$ cat src/rtl/knock_pattern_matcher.sv
// Knock rhythm matcher: times knock intervals against a programmed pattern, raises pattern_ok
// on a match, locks out after repeated failures. Define KNOCK_LEARN_EN to add rhythm learning.
module knock_pattern_matcher #(
  parameter int TICK_DIV   = 50000,
  parameter int N_KNOCKS   = 4,
  parameter int TOL_MS     = 100,
  parameter int MAX_FAILS  = 3,
  parameter int LOCKOUT_MS = 10000
) (
  input  logic                       CLOCK_50,
  input  logic                       reset,
  input  logic                       knock_pulse,
  input  logic                       arm,
  input  logic                       relock,
  input  logic [12*(N_KNOCKS-1)-1:0] pattern_ms,
`ifdef KNOCK_LEARN_EN
  input  logic                       learn,
  output logic                       learn_done,
`endif
  output logic                       pattern_ok,
  output logic                       busy,
  output logic                       lockout,
  output logic [2:0]                 fail_count
);
  localparam int NI     = N_KNOCKS - 1;
  localparam int PW     = 12 * NI;
  localparam int DIV_W  = (TICK_DIV > 1) ? $clog2(TICK_DIV) : 1;
  localparam int LOCK_W = $clog2(LOCKOUT_MS + 1);
  localparam logic [DIV_W-1:0]  DIV_LAST  = DIV_W'(TICK_DIV - 1);
  localparam logic [LOCK_W-1:0] LOCK_INIT = LOCK_W'(LOCKOUT_MS);
  localparam logic [12:0]       TOL       = 13'(TOL_MS);
  localparam logic [2:0]        FAIL_MAX  = 3'(MAX_FAILS);
  localparam logic [2:0]        LAST_IDX  = 3'(NI - 1);
  localparam logic [11:0]       CNT_SAT   = 12'hFFF;

  typedef enum logic [2:0] {
    IDLE       = 3'd0,
    WAIT_FIRST = 3'd1,
    MEASURE    = 3'd2,
    MATCH      = 3'd3,
    LOCKOUT    = 3'd4
`ifdef KNOCK_LEARN_EN
    , LEARN    = 3'd5
`endif
  } state_t;

  state_t              state_q, state_d;
  logic [DIV_W-1:0]    div_q;
  logic [11:0]         cnt_q;
  logic [2:0]          idx_q, idx_d;
  logic [2:0]          fail_q, fail_d, fail_inc;
  logic [LOCK_W-1:0]   lock_q;
  logic                ms_tick;
  logic                cnt_clr, div_clr, lock_load, do_fail;
  logic [PW-1:0]       pat_eff;
  logic [12:0]         p_cur, win_lo, win_hi, cnt_ext;
  logic                in_win, over;

`ifdef KNOCK_LEARN_EN
  logic                learned_q;
  logic [PW-1:0]       learned_pat_q, learn_buf_q, buf_next;
  logic [2:0]          lcnt_q, lcnt_d;
  logic                buf_wr, commit;
  localparam logic [2:0] LAST_SLOT = 3'(NI);

  assign pat_eff = learned_q ? learned_pat_q : pattern_ms;
`else
  assign pat_eff = pattern_ms;
`endif

  assign ms_tick  = (div_q == DIV_LAST);
  // Window bounds are 13 bits wide so hi never wraps and lo clamps at zero.
  assign p_cur    = {1'b0, pat_eff[12*int'(idx_q) +: 12]};
  assign win_lo   = (p_cur >= TOL) ? (p_cur - TOL) : 13'd0;
  assign win_hi   = p_cur + TOL;
  assign cnt_ext  = {1'b0, cnt_q};
  assign in_win   = (cnt_ext >= win_lo) && (cnt_ext <= win_hi);
  assign over     = (cnt_ext > win_hi);
  assign fail_inc = (fail_q == 3'd7) ? fail_q : (fail_q + 3'd1);
  assign fail_count = fail_q;

  always_comb begin
    state_d   = state_q;
    idx_d     = idx_q;
    fail_d    = fail_q;
    cnt_clr   = 1'b0;
    div_clr   = 1'b0;
    lock_load = 1'b0;
    do_fail   = 1'b0;
`ifdef KNOCK_LEARN_EN
    lcnt_d    = lcnt_q;
    buf_wr    = 1'b0;
    commit    = 1'b0;
`endif
    case (state_q)
      IDLE: if (arm) state_d = WAIT_FIRST;
      WAIT_FIRST: begin
`ifdef KNOCK_LEARN_EN
        if (learn) begin
          state_d = LEARN;
          lcnt_d  = 3'd0;
        end else
`endif
        if (knock_pulse) begin
          cnt_clr = 1'b1;
          div_clr = 1'b1;
          idx_d   = 3'd0;
          state_d = MEASURE;
        end
      end
      MEASURE: begin
        // A knock is judged before the timeout of the same cycle.
        if (knock_pulse) begin
          if (in_win) begin
            cnt_clr = 1'b1;
            if (idx_q == LAST_IDX) begin
              state_d = MATCH;
              fail_d  = 3'd0;
            end else begin
              idx_d = idx_q + 3'd1;
            end
          end else begin
            do_fail = 1'b1;
          end
        end else if (over) begin
          do_fail = 1'b1;
        end
      end
      MATCH: if (relock) state_d = WAIT_FIRST;
      LOCKOUT: begin
        if (ms_tick && (lock_q <= LOCK_W'(1))) begin
          fail_d  = 3'd0;
          state_d = WAIT_FIRST;
        end
      end
`ifdef KNOCK_LEARN_EN
      LEARN: begin
        if (knock_pulse) begin
          cnt_clr = 1'b1;
          if (lcnt_q == 3'd0) begin
            div_clr = 1'b1;
            lcnt_d  = 3'd1;
          end else begin
            buf_wr = 1'b1;
            lcnt_d = lcnt_q + 3'd1;
            if (lcnt_q == LAST_SLOT) begin
              commit  = 1'b1;
              lcnt_d  = 3'd0;
              state_d = WAIT_FIRST;
            end
          end
        end else if ((lcnt_q != 3'd0) && (cnt_q == CNT_SAT)) begin
          state_d = WAIT_FIRST;
        end
      end
`endif
      default: state_d = IDLE;
    endcase

    if (do_fail) begin
      fail_d = fail_inc;
      if (fail_inc >= FAIL_MAX) begin
        state_d   = LOCKOUT;
        lock_load = 1'b1;
      end else begin
        state_d = WAIT_FIRST;
      end
    end

    // Disarm overrides everything else in the same cycle and preserves the fail history.
    if (!arm) begin
      state_d   = IDLE;
      fail_d    = fail_q;
      lock_load = 1'b0;
`ifdef KNOCK_LEARN_EN
      buf_wr    = 1'b0;
      commit    = 1'b0;
`endif
    end
  end

  always_ff @(posedge CLOCK_50 or posedge reset) begin
    if (reset) begin
      state_q    <= IDLE;
      div_q      <= '0;
      cnt_q      <= '0;
      idx_q      <= '0;
      fail_q     <= '0;
      lock_q     <= '0;
      pattern_ok <= 1'b0;
      busy       <= 1'b0;
      lockout    <= 1'b0;
    end else begin
      state_q <= state_d;
      idx_q   <= idx_d;
      fail_q  <= fail_d;
      if (div_clr || ms_tick) div_q <= '0;
      else                    div_q <= div_q + DIV_W'(1);
      if (cnt_clr)                            cnt_q <= '0;
      else if (ms_tick && (cnt_q != CNT_SAT)) cnt_q <= cnt_q + 12'd1;
      if (lock_load) lock_q <= LOCK_INIT;
      else if ((state_q == LOCKOUT) && ms_tick && (lock_q != '0)) lock_q <= lock_q - LOCK_W'(1);
      pattern_ok <= (state_d == MATCH);
      busy       <= (state_d == MEASURE);
      lockout    <= (state_d == LOCKOUT);
    end
  end

`ifdef KNOCK_LEARN_EN
  always_comb begin
    buf_next = learn_buf_q;
    if (lcnt_q != 3'd0) buf_next[12*(int'(lcnt_q)-1) +: 12] = cnt_q;
  end

  // Intervals collect in a staging buffer; the active pattern changes only on a full capture.
  always_ff @(posedge CLOCK_50 or posedge reset) begin
    if (reset) begin
      learned_q     <= 1'b0;
      learned_pat_q <= '0;
      learn_buf_q   <= '0;
      lcnt_q        <= '0;
      learn_done    <= 1'b0;
    end else begin
      lcnt_q     <= lcnt_d;
      learn_done <= commit;
      if (buf_wr) learn_buf_q <= buf_next;
      if (commit) begin
        learned_pat_q <= buf_next;
        learned_q     <= 1'b1;
      end
    end
  end
`endif
endmodule

$ cat config.mk
export PLATFORM = sky130hd
export DESIGN_NAME = knock_pattern_matcher
export DESIGN_NICKNAME = d
export VERILOG_FILES = /design/src/rtl/knock_pattern_matcher.sv
export SDC_FILE = /design/constraint.sdc
export NUM_CORES = 1
export LEC_CHECK = 0
export CORE_MARGIN = 1.5
export CORE_UTILIZATION = 36
export DETAILED_ROUTE_END_ITERATION = 6
export MAX_ROUTING_LAYER = met4
export PLACE_DENSITY_LB_ADDON = 0.05
export SYNTH_ARGS = -nofsm -noshare
export SYNTH_HDL_FRONTEND = slang
export SYNTH_SLANG_ARGS = --single-unit
$ cat constraint.sdc
create_clock -name CLOCK_50 -period 5.2 [get_ports CLOCK_50]
set_input_delay 1.04 -clock CLOCK_50 [delete_from_list [all_inputs] [get_ports CLOCK_50]]
set_output_delay 1.04 -clock CLOCK_50 [all_outputs]
set_load 0.02 [all_outputs]
==> impl_metrics.toml, run 1 <==
[global_route]
grt_remaining_overflow = 0
grt_max_degree = 55
grt_pass1_vias = 3540
antenna_found_initial = 0
grt_usage = 0.1767
grt_pass1_wl_mm = 17.42

[clock_tree]
cts_max_path_buffers = 2
clk_latency_ns = 0.31
cts_root_buffer = "clkbuf_16"
cts_inserted_buffers = 5
h-tree-depth = 2
clock-sinks = 54
path_clk_slew_ns = 0.07
cts_tree = "yes"

[logic_synthesis]
syn_nets = 555
yosys_warnings = 0
synthTopCellsByArea = "dfrtp_1 32%, ha_1 10%, nor2_1 5.4%"
synth_common_cells = "61 x nor2_1, 54 x dfrtp_1, 38 x nand2_1"
dominantRegCellSynth = "dfrtp_1"
synthMuxAreaShare = 0.04259
yosys.area_share.simple = 0.2535
synth_top_cell_area_share = 0.3194
synth_compound_area_frac = 0.1414
synth_top_family_by_area = "simple AND/OR/NAND/NOR gates"
ys_ff_latch = 54
synth_top_area_cell = "dfrtp_1"
ys_seq_area_frac = 0.3194
synth_xor_xnor_area_share = 0.09938
ys_types = 65
synthAdderAreaFrac = 0.1006
synth_most_common_cell = "nor2_1"
synth-edff-count = 0
syn_area_um2 = 4230
netlist_instances = 480
ys_async_sr_fraction = 1.000
syn_area_per_cell_um2 = 8.813

[drt]
via_per_inst = 5.193
drc = 0
drt_iter0_markers = 198
wire_per_inst_um = 14.67
wl_mm = 10.28
num_vias = 3640
ant_nets = 0
drt-pass1-iter-count = 4

[timing]
hold_slack_ns = 0.4513
worstMarginPinSlew_ns = 1.014
period_share = 0.9615
slew_headroom = 0.3196
final-hold-violation-count = 0
tns_ns = 0
finalSetupViolCount = 0
fin_crit_ns = 5.000
final_max_slew_viol_count = 0
timing.fmax_mhz = 200.0
fin_ws_ns = 0.2000
finClkSkew_ns = 0.01307

[layout]
n_fill_cell = 1103
regArea_um2 = 1351
fin_nets = 632
area_growth_syn_to_layout_pct = 28.10
finalNonFillerCells = 701
multi_input_area_um2 = 2850
drive_gt1_frac = 0.1613
antenna-diode-count = 0
fin_util = 0.4746
final_area_um2 = 5419

[placement]
dp_cells = 691
gp_congestion = 0.8093
preCtsSetupSlack_ns = -0.2728
post_dp_cell_area_um2 = 5067
dp_hpwl_mm = 7.689
io_buffers = 46

[hold_path]
hold_depth = 1
min_path_type = "flop to flop"
hold_start = "div_q[0]"
hold-path-endpoint = "div_q[0]"

[setup_path]
critPathKind = "input port to flop"
r2r-end = "lock_q[11]"
rr_startpoint = "idx_q[1]"
rrSetupSlack_ns = 0.42
r2r_cells = 18
cp_max_fo = 9
cp-start-kind = "input port"
worst_ep_required_time_ns = 5.40
end_kind = "flop"
crit_arrival_ns = 5.20

[flow_run]
max_cap_violations = 0

[floorplanning]
start_util = 0.3705
die_x_um = 111.4
ioPinCount = 47
dieArea_um2 = 12410
rows = 39
die_h_um = 111.4
core-area_um2 = 11420

[status]
status = "finished, final reports clean"

[pwr]
p_per_area_nw_per_um2 = 240.8
power_mw = 1.305
leakagePower_nw = 2.364
ir_worst_vdd_mv = 0.2490
==> kinds of logic (layout without fill, tap and decap cells) <==
kind of cell | after synthesis | in the layout
buffers and inverters | 39 | 117
and+or+nand+nor | 209 | 209
AOI/OAI and AO/OA | 80 | 80
xor gates and xnor gates | 48 | 48
DFF | 54 | 54
adders and majority gates | 34 | 34
muxes | 16 | 16
==> sequential cells by signal, indices dropped and copies added (netlist names) <==
name and flops:
div_q 16, lock_q 14, cnt_q 12, fail_count 3, idx_q 3, state_q 3
busy 1, lockout 1, pattern_ok 1
==> cell usage in the layout (no fill, tap or decap), types with 7 or more instances in the layout <==
cell | Yosys | routed
clkdlybuf4s50_1 | 0 | 44
or3_1 | 8 | 7
a31oi_1 | 7 | 7
inv_1 | 23 | 21
nor2_1 | 61 | 60
buf_4 | 1 | 37
xor2_1 | 23 | 23
nand4_1 | 13 | 13
and2_1 | 8 | 8
xnor2_1 | 25 | 24
dfrtp_1 | 54 | 54
nand3_1 | 13 | 13
o21ai_0 | 10 | 9
nor2b_1 | 8 | 7
nor3_1 | 15 | 13
ha_1 | 34 | 32
and3_1 | 11 | 10
nand2_1 | 38 | 36
a21oi_1 | 16 | 14
==> timing repair <==
action                     in CTS  in global routing
resized for setup               0                 35
hold buffers                    0                  0
setup endpoints to repair       0                 38
setup buffers                   0                  2
==> power breakdown <==
part / total [mW] / switching, mW / internal (mW)
logic: 0.370 / 0.184 / 0.187
registers: 0.535 / 0.0604 / 0.475
clock network: 0.400 / 0.169 / 0.231
==> how the worst max path moves through the flow <==
| stage | from | end | slack, ns | depth (start not counted) |
|---|---|---|---|---|
| after global placement | pattern_ms[26] | busy | -0.32 | 20 |
| final | pattern_ms[2] | lock_q[11] | 0.20 | 20 |
| after floorplan | pattern_ms[27] | idx_q[0] | 0.43 | 19 |
| after CTS | pattern_ms[27] | lock_q[11] | 0.03 | 22 |
| after global routing | pattern_ms[28] | fail_count[1] | -0.02 | 19 |
| after detailed placement | pattern_ms[27] | lock_q[11] | -0.27 | 22 |
==> worst max-delay path, cell delays in order <==
cell and delay (ns):
clkdlybuf4s50_1 0.40, mux2_4 0.28, a21oi_4 0.14, or2_4 0.16, ha_4 0.14, nand2_2 0.05, a21o_1 0.17, or3_4 0.40
xnor2_4 0.19, nand2_2 0.09, ha_4 0.25, a22o_1 0.21, nor4_2 0.31, o21ai_1 0.10, o31a_1 0.35, and3_4 0.19
o32ai_2 0.23, buf_4 0.18, nand3_4 0.12, and2_1 0.20
==> routing by layer <==
metal	routed length, µm	GRT usage
met1	5282	0.2495
met4	121	0.05063
met2	4518	0.2552
met5	0	-
met3	362	0.03756
==> cell type report <==
class,count,share of cell area
sequential,54,0.2494
inverter,24,0.01662
clock buffer,5,0.02309
multi-input combinational,387,0.5260
timing repair buffer,85,0.1429
clock inverter,3,0.009005
tap,143,0.03302
(Power assumes the default switching activity.)
==> inputs of run 2 (changes only) <==
Settings changed: SKIP_LAST_GASP from default to 1, SLEW_MARGIN from default to 10.
==> results of run 2 <==
The final DEF is identical to that of run 1; final timing and power are the same.
